[config.mk]
export PLATFORM = sky130hd
export DESIGN_NAME = vx_csr_access_ctrl
export DESIGN_NICKNAME = d
export VERILOG_FILES = /design/src/rtl/vx_csr_pkg.sv /design/src/rtl/vx_csr_rmw_alu.sv /design/src/rtl/vx_csr_access_ctrl.sv
export SDC_FILE = /design/constraint.sdc
export NUM_CORES = 1
export LEC_CHECK = 0
export ABC_AREA = 1
export BUFFER_PORTS_ARGS = -buffer_cell sky130_fd_sc_hd__buf_4
export CORE_ASPECT_RATIO = 0.6
export CORE_MARGIN = 3
export CORE_UTILIZATION = 41
export CTS_BUF_LIST = sky130_fd_sc_hd__clkbuf_16
export DETAILED_ROUTE_END_ITERATION = 7
export PLACE_DENSITY = 0.73
export SLEW_MARGIN = 20
export SYNTH_ARGS = -nofsm -noshare
export SYNTH_HDL_FRONTEND = slang
export SYNTH_SLANG_ARGS = --single-unit
[constraint.sdc]
create_clock -name clk -period 1.7 [get_ports clk]
set_input_delay 0.085 -clock clk [delete_from_list [all_inputs] [get_ports clk]]
set_output_delay 0.085 -clock clk [all_outputs]
set_load 0.01 [all_outputs]
[src/rtl/vx_csr_pkg.sv]
// Shared types for the CSR access controller: op encoding, FSM states and
// the read-only CSR address space marker.
package vx_csr_pkg;

  // 2'b00 is not a legal op; it behaves like a read-only RS.
  typedef enum logic [1:0] {
    CSR_NONE = 2'b00,
    CSR_RW   = 2'b01,
    CSR_RS   = 2'b10,
    CSR_RC   = 2'b11
  } csr_op_t;

  typedef enum logic [1:0] {
    S_IDLE  = 2'b00,
    S_READ  = 2'b01,
    S_WRITE = 2'b10,
    S_RSP   = 2'b11
  } csr_state_t;

  // addr[11:10] value that marks the read-only CSR space
  localparam logic [1:0] CSR_RO_SPACE = 2'b11;

endpackage

[src/rtl/vx_csr_rmw_alu.sv]
// Read-modify-write datapath for CSR instructions: computes the new CSR
// value and whether the instruction needs a write at all.
module vx_csr_rmw_alu
  import vx_csr_pkg::*;
#(
  parameter int XLEN = 32
) (
  input  csr_op_t         i_op,
  input  logic [XLEN-1:0] i_old,
  input  logic [XLEN-1:0] i_src,
  input  logic            i_src_zero,
  output logic [XLEN-1:0] o_new,
  output logic            o_do_write
);

  // RW replaces, RS sets bits, RC clears bits; illegal op falls into RS.
  always_comb begin
    o_new = i_old | i_src;
    case (i_op)
      CSR_RW:  o_new = i_src;
      CSR_RC:  o_new = i_old & ~i_src;
      default: o_new = i_old | i_src;
    endcase
    // RS/RC with a zero source never write; illegal op never writes.
    o_do_write = (i_op == CSR_RW) || ((i_op != CSR_NONE) && !i_src_zero);
  end

endmodule

[src/rtl/vx_csr_access_ctrl.sv]
// CSR access controller: sequences each CSR instruction as read, optional
// write, then a response carrying the old value to writeback.
// Optional feature macro VX_CSR_RO_TRAP_EN: suppresses writes into the
// read-only space (addr[11:10]==2'b11) and flags them on rsp_error.
module vx_csr_access_ctrl
  import vx_csr_pkg::*;
#(
  parameter int XLEN   = 32,
  parameter int UUID_W = 44,
  parameter int NW_W   = 2,
  parameter int ADDR_W = 12
) (
  input  logic              clk,
  input  logic              reset_n,
  input  logic              req_valid,
  output logic              req_ready,
  input  logic [UUID_W-1:0] req_uuid,
  input  logic [NW_W-1:0]   req_wid,
  input  logic [1:0]        req_op,
  input  logic [ADDR_W-1:0] req_addr,
  input  logic [XLEN-1:0]   req_src,
  input  logic              req_src_zero,
  input  logic              req_rd_zero,
  output logic              csr_read_enable,
  output logic [UUID_W-1:0] csr_read_uuid,
  output logic [NW_W-1:0]   csr_read_wid,
  output logic [ADDR_W-1:0] csr_read_addr,
  input  logic [XLEN-1:0]   csr_read_data_ro,
  input  logic [XLEN-1:0]   csr_read_data_rw,
  output logic              csr_write_enable,
  output logic [UUID_W-1:0] csr_write_uuid,
  output logic [NW_W-1:0]   csr_write_wid,
  output logic [ADDR_W-1:0] csr_write_addr,
  output logic [XLEN-1:0]   csr_write_data,
  output logic              rsp_valid,
  input  logic              rsp_ready,
  output logic [UUID_W-1:0] rsp_uuid,
  output logic [NW_W-1:0]   rsp_wid,
`ifdef VX_CSR_RO_TRAP_EN
  output logic              rsp_error,
`endif
  output logic [XLEN-1:0]   rsp_data
);

  csr_state_t        r_state, w_next;
  logic [UUID_W-1:0] r_uuid;
  logic [NW_W-1:0]   r_wid;
  csr_op_t           r_op;
  logic [ADDR_W-1:0] r_addr;
  logic [XLEN-1:0]   r_src;
  logic              r_src_zero;
  logic              r_rd_zero;
  logic [XLEN-1:0]   r_new;
  logic [XLEN-1:0]   r_rsp_data;
  logic              r_err;

  logic [XLEN-1:0]   w_old;
  logic [XLEN-1:0]   w_new;
  logic              w_alu_write;
  logic              w_do_write;
  logic              w_ro_hit;

  assign w_old = csr_read_data_ro | csr_read_data_rw;

  vx_csr_rmw_alu #(.XLEN(XLEN)) u_alu (
    .i_op       (r_op),
    .i_old      (w_old),
    .i_src      (r_src),
    .i_src_zero (r_src_zero),
    .o_new      (w_new),
    .o_do_write (w_alu_write)
  );

`ifdef VX_CSR_RO_TRAP_EN
  assign w_ro_hit   = w_alu_write && (r_addr[ADDR_W-1:ADDR_W-2] == CSR_RO_SPACE);
  assign w_do_write = w_alu_write && !w_ro_hit;
  assign rsp_error  = r_err;
`else
  assign w_ro_hit   = 1'b0;
  assign w_do_write = w_alu_write;
`endif

  // State register; reset aborts any in-flight instruction.
  always_ff @(posedge clk or negedge reset_n) begin
    if (!reset_n) r_state <= S_IDLE;
    else          r_state <= w_next;
  end

  // Next-state decode.
  always_comb begin
    w_next = r_state;
    case (r_state)
      S_IDLE:  if (req_valid) w_next = S_READ;
      S_READ:  w_next = w_do_write ? S_WRITE : S_RSP;
      S_WRITE: w_next = S_RSP;
      S_RSP:   if (rsp_ready) w_next = S_IDLE;
      default: w_next = S_IDLE;
    endcase
  end

  // Latch the instruction on accept; capture old/new values during READ.
  always_ff @(posedge clk or negedge reset_n) begin
    if (!reset_n) begin
      r_uuid     <= '0;
      r_wid      <= '0;
      r_op       <= CSR_NONE;
      r_addr     <= '0;
      r_src      <= '0;
      r_src_zero <= 1'b0;
      r_rd_zero  <= 1'b0;
      r_new      <= '0;
      r_rsp_data <= '0;
      r_err      <= 1'b0;
    end else if (r_state == S_IDLE && req_valid) begin
      r_uuid     <= req_uuid;
      r_wid      <= req_wid;
      r_op       <= csr_op_t'(req_op);
      r_addr     <= req_addr;
      r_src      <= req_src;
      r_src_zero <= req_src_zero;
      r_rd_zero  <= req_rd_zero;
    end else if (r_state == S_READ) begin
      r_new      <= w_new;
      // rd==x0 still retires through writeback, just with no data
      r_rsp_data <= r_rd_zero ? '0 : w_old;
      r_err      <= w_ro_hit;
    end
  end

  assign req_ready        = (r_state == S_IDLE);
  assign csr_read_enable  = (r_state == S_READ);
  assign csr_read_uuid    = r_uuid;
  assign csr_read_wid     = r_wid;
  assign csr_read_addr    = r_addr;
  assign csr_write_enable = (r_state == S_WRITE);
  assign csr_write_uuid   = r_uuid;
  assign csr_write_wid    = r_wid;
  assign csr_write_addr   = r_addr;
  assign csr_write_data   = r_new;
  assign rsp_valid        = (r_state == S_RSP);
  assign rsp_uuid         = r_uuid;
  assign rsp_wid          = r_wid;
  assign rsp_data         = r_rsp_data;

endmodule

==> results by group, run 1 <==
Run status
  • Outcome: complete, no violations

STA
  • Slew Viols, Final: 0
  • Final hold violation count: 0
  • PnR worst setup slack: 0.0509 ns
  • RSZ-0062 raised after global routing: true
  • Worst-Margin Slew: between 0.5 and 0.6 ns
  • Setup Skew: 0.0150 ns
  • Worst slew margin: ~65%
  • Final setup viols: 0
  • Min Tclk post-route: 1.65 ns
  • Fmax: 606 MHz
  • Period utilization: 97.0%
  • Post-Route Setup TNS: 0 ns

Drt
  • Final routed DRC violation total: 0
  • Drt first pass iters: 6
  • DR iter-0 viols: between 500 and 600
  • Total number of vias: 7676
  • Drt total wl: 26600 µm
  • Antenna Violating Nets Remaining: 0
  • Drt wl/cell: 16.7 µm
  • Vias/cell: 4.81

Critical path
  • Critical Path Fanout Max: 19
  • Arr. time, crit path: ~1.6 ns
  • Setup CP Type: flip-flop to primary output
  • CP required: approximately 1.6 ns
  • Worst Setup Start Kind: flip-flop
  • Crit path capture type: primary output

Layout
  • Synth-to-layout area growth: 59.5%
  • Non-filler instance count after layout: about 1600
  • Layout cells sized above 1: 35.2%
  • Total Nets Final: 1508
  • Antenna cell count: 0

Global route
  • Largest net degree at the start of global routing: 61
  • Vias in the first global route: 7586
  • First-pass GRT wire length: around 41000 µm
  • Grt ovf: 0
  • Initial antenna violation count: 0
  • Gr usage total: 24.9%

Logic synthesis
  • Synthesized instance count: 908
  • Post-synthesis sequential area ratio: 52.0%
  • Main synth FF type: dfrtp_1
  • Post-Syn Area per Cell: around 8.5 µm²
  • Synth Register Bits: 160
  • EDFF count, synth: 0
  • Post-Syn Nets: 1074
  • Most common cell in the netlist: nand2_1
  • Synth area leaders: dfrtp_1, nand2_1, buf_4
  • Synth warn: 0
  • Synth top area share: 52.0%
  • Area leader, netlist: dfrtp_1
  • Cell variety after synth: 15
  • Synth Cell Area: just under 8000 µm²
  • Synth cell count leaders: nand2_1, dfrtp_1, buf_4
  • Async SR Flop Fraction: 100%

Power and ir drop
  • Internal power: 13.0 mW
  • Clk pwr share: between 15 and 20%
  • Pwr Total: 22.2 mW
  • Worst VDD drop: 1090 µV
  • Net Sw Power: 9.23 mW
  • Seq pwr share: around a third
  • Comb pwr share: between 50% and 60%
  • Power per cell area: 1810 nW/µm²
  • Switch share: 41.6%
  • Leakage: 6.74 nW

Die
  • Starting density of the core: 42.2%
  • Top Ports: 392
  • Die width: around 180 µm
  • Die Y: 112 µm
  • Die Footprint: 20500 µm²
  • Core ar.: 18300 µm²
  • Cell Rows: 38

CTS
  • Postcts setup bufs: 0
  • Buffer depth of the longest clock path: 2
  • Skew-Pair Late Insertion Delay: 0.41 ns
  • CTS clk-pin slew, worst paths: 0.06 ns
  • CTS HTree Levels: 4
  • CTS tree: done
  • CTS Root Cell: clkbuf_16
  • Total CTS buffers: 17
  • # clock sinks: 160

Placed design
  • Post-Place Cells: 1405
  • Port Buffers: 391
  • RePlAce Congestion: 0.821
  • Hpwl dp: 17000 µm
  • Place WS: 0.0723 ns

Hold path
  • Worst min path class: input port to flip-flop

Run
  • MaxCap Viol Count: 0
[worst paths after layout]
kind,from,end,slack (ns),depth (start not counted)
worst min register to register,csr_write_data[0],csr_write_data[0],0.48,2
worst max-delay path,r_state[1],req_ready,0.05,4
worst min-delay path,csr_read_data_ro[31],rsp_data[31],0.02,3
max in group asynchronous,reset_n,csr_write_data[12],0.96,3
min in group asynchronous,reset_n,rsp_data[24],0.06,2
worst max register to register,r_state[1],r_src[25],0.08,6
[registers in the layout, summed over array words and instances (netlist names)]
name	cells
csr_read_addr	12
r_rd_zero	1
r_state	2
csr_read_uuid	44
r_src	32
csr_write_data	32
csr_read_wid	2
rsp_data	32
r_op	2
r_src_zero	1
[cell usage in the layout, fill, tap and decap left out, drive strengths merged]
master       synthesis  final
buf                136    408
nand2              257    257
dfrtp              160    160
dlygate4sd3          0    156
o21ai               98     98
inv                 73     81
nor2                69     69
nand3               60     60
a21oi               35     35
clkbuf              15     18
clkinv               0      7
ha                   4      4
or2                  1      2
[logic make-up after synthesis]
family                   synth area share, %
AO/OA/AOI/OAI                           10.1
adder cells (fa/ha/maj)                0.650
buffers and inverters                   17.3
flip-flops                              52.0
AND/OR/NAND/NOR                         19.9
[power groups by stage]
stage          clock network, mW  registers (mW)  logic (mW)
2_1_floorplan                  0            7.43        6.25
3_3_place_gp                   0            7.08        10.7
3_5_place_dp                   0            7.11        10.9
4_1_cts                     3.67            7.09        11.3
5_1_grt                     3.84            7.39        12.5
6_report                    3.61            7.13        11.5
[repair_timing]
action / 4_1_cts / 5_1_grt
cloned: 0 / 2
resized for setup: 2 / 4
endpoints found under the hold margin: 285 / 0
hold buffers: 156 / 0
setup endpoints to repair: 1 / 4
[layout make-up]
type,instances,area [µm²]
clock buffers,17,425
clock inverters,15,126
fillers,1435,5990
inverters,73,274
multi-input cells,525,2380
flip-flops and latches,160,4000
well taps,240,300
repair buffers,565,4760
[critical path: stages (launching register included)]
cell	delay (ns)
dfrtp_1	0.40
inv_1	0.14
ha_2	0.30
buf_12	0.19
buf_4	0.14
[metal layers]
layer	global-route usage, %	share of wire [%]	vias to the layer above
met4	7.96	3.0	0
met3	5.89	6.8	62
met5	0	0	-
li1	-	-	3592
met1	31.7	41	3688
met2	42.4	49	334
[stage by stage]
step / instance area [µm²] / utilization (%) / hold slack, ns
floorplan: 7700 / - / -0.211
global placement: 10100 / 55.4 / -0.0987
detailed placement: 10100 / 55.4 / -0.0995
CTS: 12200 / 67.0 / 0.00277
global route: 12300 / 67.2 / 0.00310
finish: 12300 / 67.2 / 0.0170
(Power assumes the default switching activity.)
==> run 2: changes to the inputs <==
==> constraint.sdc (replaced) <==
create_clock -name clk -period 1.7 [get_ports clk]
set_input_delay 0.085 -clock clk [delete_from_list [all_inputs] [get_ports clk]]
set_output_delay 0.085 -clock clk [all_outputs]
set_load 0.02 [all_outputs]
==> run 2 against run 1 <==
Die area is the same. Cell count did not move. Critical path type unchanged. Final area did not move. Utilization did not move. Largest cell class unchanged. Non-clock buffer count unchanged. Clock skew is essentially flat. Clock power barely moved.
==> results by group, run 2 (synthesis results as in run 1) <==
Run status
  • Outcome: complete, no violations

CTS
  • # clock sinks: 160 (unchanged)
  • Skew-Pair Late Insertion Delay: 0.41 ns (about the same)
  • CTS Root Cell: clkbuf_16
  • Total CTS buffers: 17 (unchanged)
  • CTS tree: done
  • CTS HTree Levels: 4 (unchanged)
  • CTS clk-pin slew, worst paths: 0.06 ns (about the same)
  • Buffer depth of the longest clock path: 2 (unchanged)
  • Postcts setup bufs: 0 (unchanged)

STA
  • Final setup viols: 0 (unchanged)
  • Worst-Margin Slew: 0.520 ns (-0.000628 ns)
  • Worst slew margin: 65.4% (about the same)
  • Period utilization: 98.4% (+1.4 points)
  • Min Tclk post-route: 1.67 ns (+0.0234 ns)
  • Slew Viols, Final: 0 (unchanged)
  • Final hold violation count: 0 (unchanged)
  • Hold Slack: 0.0168 ns (-0.000192 ns)
  • Fmax: 598 MHz (-1.4%)
  • Setup Skew: 0.0148 ns (-0.000143 ns)
  • RSZ-0062 raised after global routing: true

Global route
  • M3 GR Usage: 5.89% (unchanged)
  • Met2 Resource Use GR: 42.4% (unchanged)
  • Grt ovf: 0 (unchanged)
  • GRT busiest layer: met2
  • First-pass GRT wire length: 40700 µm (unchanged)
  • Vias in the first global route: 7586 (unchanged)
  • Gr usage total: 24.9% (unchanged)
  • Initial antenna violation count: 0 (unchanged)
  • Largest net degree at the start of global routing: 61 (unchanged)
  • GR Layer Usage met1: 31.7% (unchanged)

Placed design
  • RePlAce Congestion: 0.821 (unchanged)
  • Hpwl dp: 17000 µm (unchanged)
  • Port Buffers: 391 (unchanged)

Power and ir drop
  • Leakage: 6.74 nW (unchanged)
  • Pwr Total: 24.3 mW (+9.4%)
  • Power per cell area: 1980 nW/µm² (+9.4%)
  • Worst VDD drop: 1380 µV (+27%)

Critical path
  • Arr. time, crit path: 1.59 ns (+0.03 ns)
  • Worst r2r src: r_state[1]
  • Worst R2R Setup Slack: 0.08 ns (about the same)
  • R2r endpoint: r_src[25]
  • Critical Path Fanout Max: 19 (unchanged)
  • Crit path capture type: primary output
  • FF-to-FF path depth: 6 (unchanged)
  • Setup CP Type: flip-flop to primary output
  • Worst Setup Start Kind: flip-flop
  • CP required: 1.62 ns (about the same)

Drt
  • Drt total wl: 26600 µm (+0.29%)
  • Drt wl/cell: 16.7 µm (+0.29%)
  • Antenna Violating Nets Remaining: 0 (unchanged)
  • Final routed DRC violation total: 0 (unchanged)
  • Vias/cell: 4.83 (+0.35%)
  • DR iter-0 viols: 553 (+0.91%)
  • Total number of vias: 7703 (+0.35%)
  • Drt first pass iters: 5 (-1)

Die
  • Top Ports: 392 (unchanged)
  • Die Footprint: 20500 µm² (unchanged)
  • Core ar.: 18300 µm² (unchanged)
  • Die width: 183 µm (unchanged)
  • Starting density of the core: 42.2% (unchanged)
  • Cell Rows: 38 (unchanged)
  • Die Y: 112 µm (unchanged)

Hold path
  • WHS Endpoint: rsp_data[31]
  • Hold Path Depth: 3 (unchanged)
  • Hold Crit Start: csr_read_data_ro[31]
  • Worst min path class: input port to flip-flop

Layout
  • Synth-to-layout area growth: 59.5% (unchanged)
  • Antenna cell count: 0 (unchanged)
  • Commonest cells after routing, fill and taps aside: buf_4, nand2_1, dfrtp_1
  • Fill count: 1435 (unchanged)
  • Total Nets Final: 1508 (unchanged)
  • Commonest non-fill, non-tap cell in the layout: buf_4
  • Register area: 4000 µm² (unchanged)
  • Layout cells sized above 1: 35.2% (unchanged)
  • Largest register FFs: 44 (unchanged)
  • Multi-input logic area: 2380 µm² (unchanged)
  • Utilization after layout: 67.2% (unchanged)

Run
  • MaxCap Viol Count: 0 (unchanged)
[run 2: worst max path at each step]
stage | from | end | slack, ns | depth (start not counted)
after global routing | r_state[0] | req_ready | -0.04 | 4
after floorplan | r_state[0] | csr_read_uuid[10] | 0.16 | 8
after global placement | r_state[1] | rsp_data[31] | 0.17 | 5
after detailed placement | r_state[1] | rsp_data[31] | 0.07 | 5
final | r_state[1] | req_ready | 0.03 | 4
after CTS | r_state[1] | req_ready | 0.006 | 4
[run 2: metrics by stage]
step | cell area [µm²] | setup TNS (ns) | cells | setup WS [ns]
3_5_place_dp | 10100 | 0 | 1405 | 0.0723
4_1_cts | 12200 | 0 | 1593 | 0.00636
2_1_floorplan | 7700 | 0 | 908 | 0.158
3_3_place_gp | 10100 | 0 | 1405 | 0.171
5_1_grt | 12300 | -0.0603 | 1595 | -0.0367
6_report | 12300 | 0 | 1595 | 0.0275
[run 2: routing by layer]
metal | wire length [µm] | part of all wire, %
met5 | 0 | 0
met2 | 13200 | 49
met3 | 1960 | 7.4
met4 | 787 | 3.0
met1 | 10700 | 40
[run 2: worst max-delay path, stage by stage (launching register included)]
cell	delay, ns
dfrtp_1	0.40
inv_1	0.13
ha_2	0.30
buf_12	0.19
buf_4	0.16
[run 2: what timing repair did]
item                                    in CTS  in global routing
endpoints found under the setup margin       1                  4
resized for setup                            3                  3
hold endpoints to repair                   285                  0
gates cloned                                 0                  2
hold buffers                               156                  0
[run 2: area by class of cell]
| type | count | share of cell area, % |
|---|---|---|
| Multi-Input combinational cell | 525 | 19.4 |
| Tap cell | 240 | 2.45 |
| Inverter | 73 | 2.23 |
| Timing Repair Buffer | 565 | 38.8 |
| Clock inverter | 15 | 1.03 |
| Sequential cell | 160 | 32.6 |
| Clock buffer | 17 | 3.47 |
[run 2: where the power goes]
group	leakage, nW	internal [mW]	total, mW	switching, mW
Combinational	4.55	5.45	13.5	8.10
Clock	0.276	1.92	3.61	1.68
Sequential	1.92	5.68	7.14	1.46
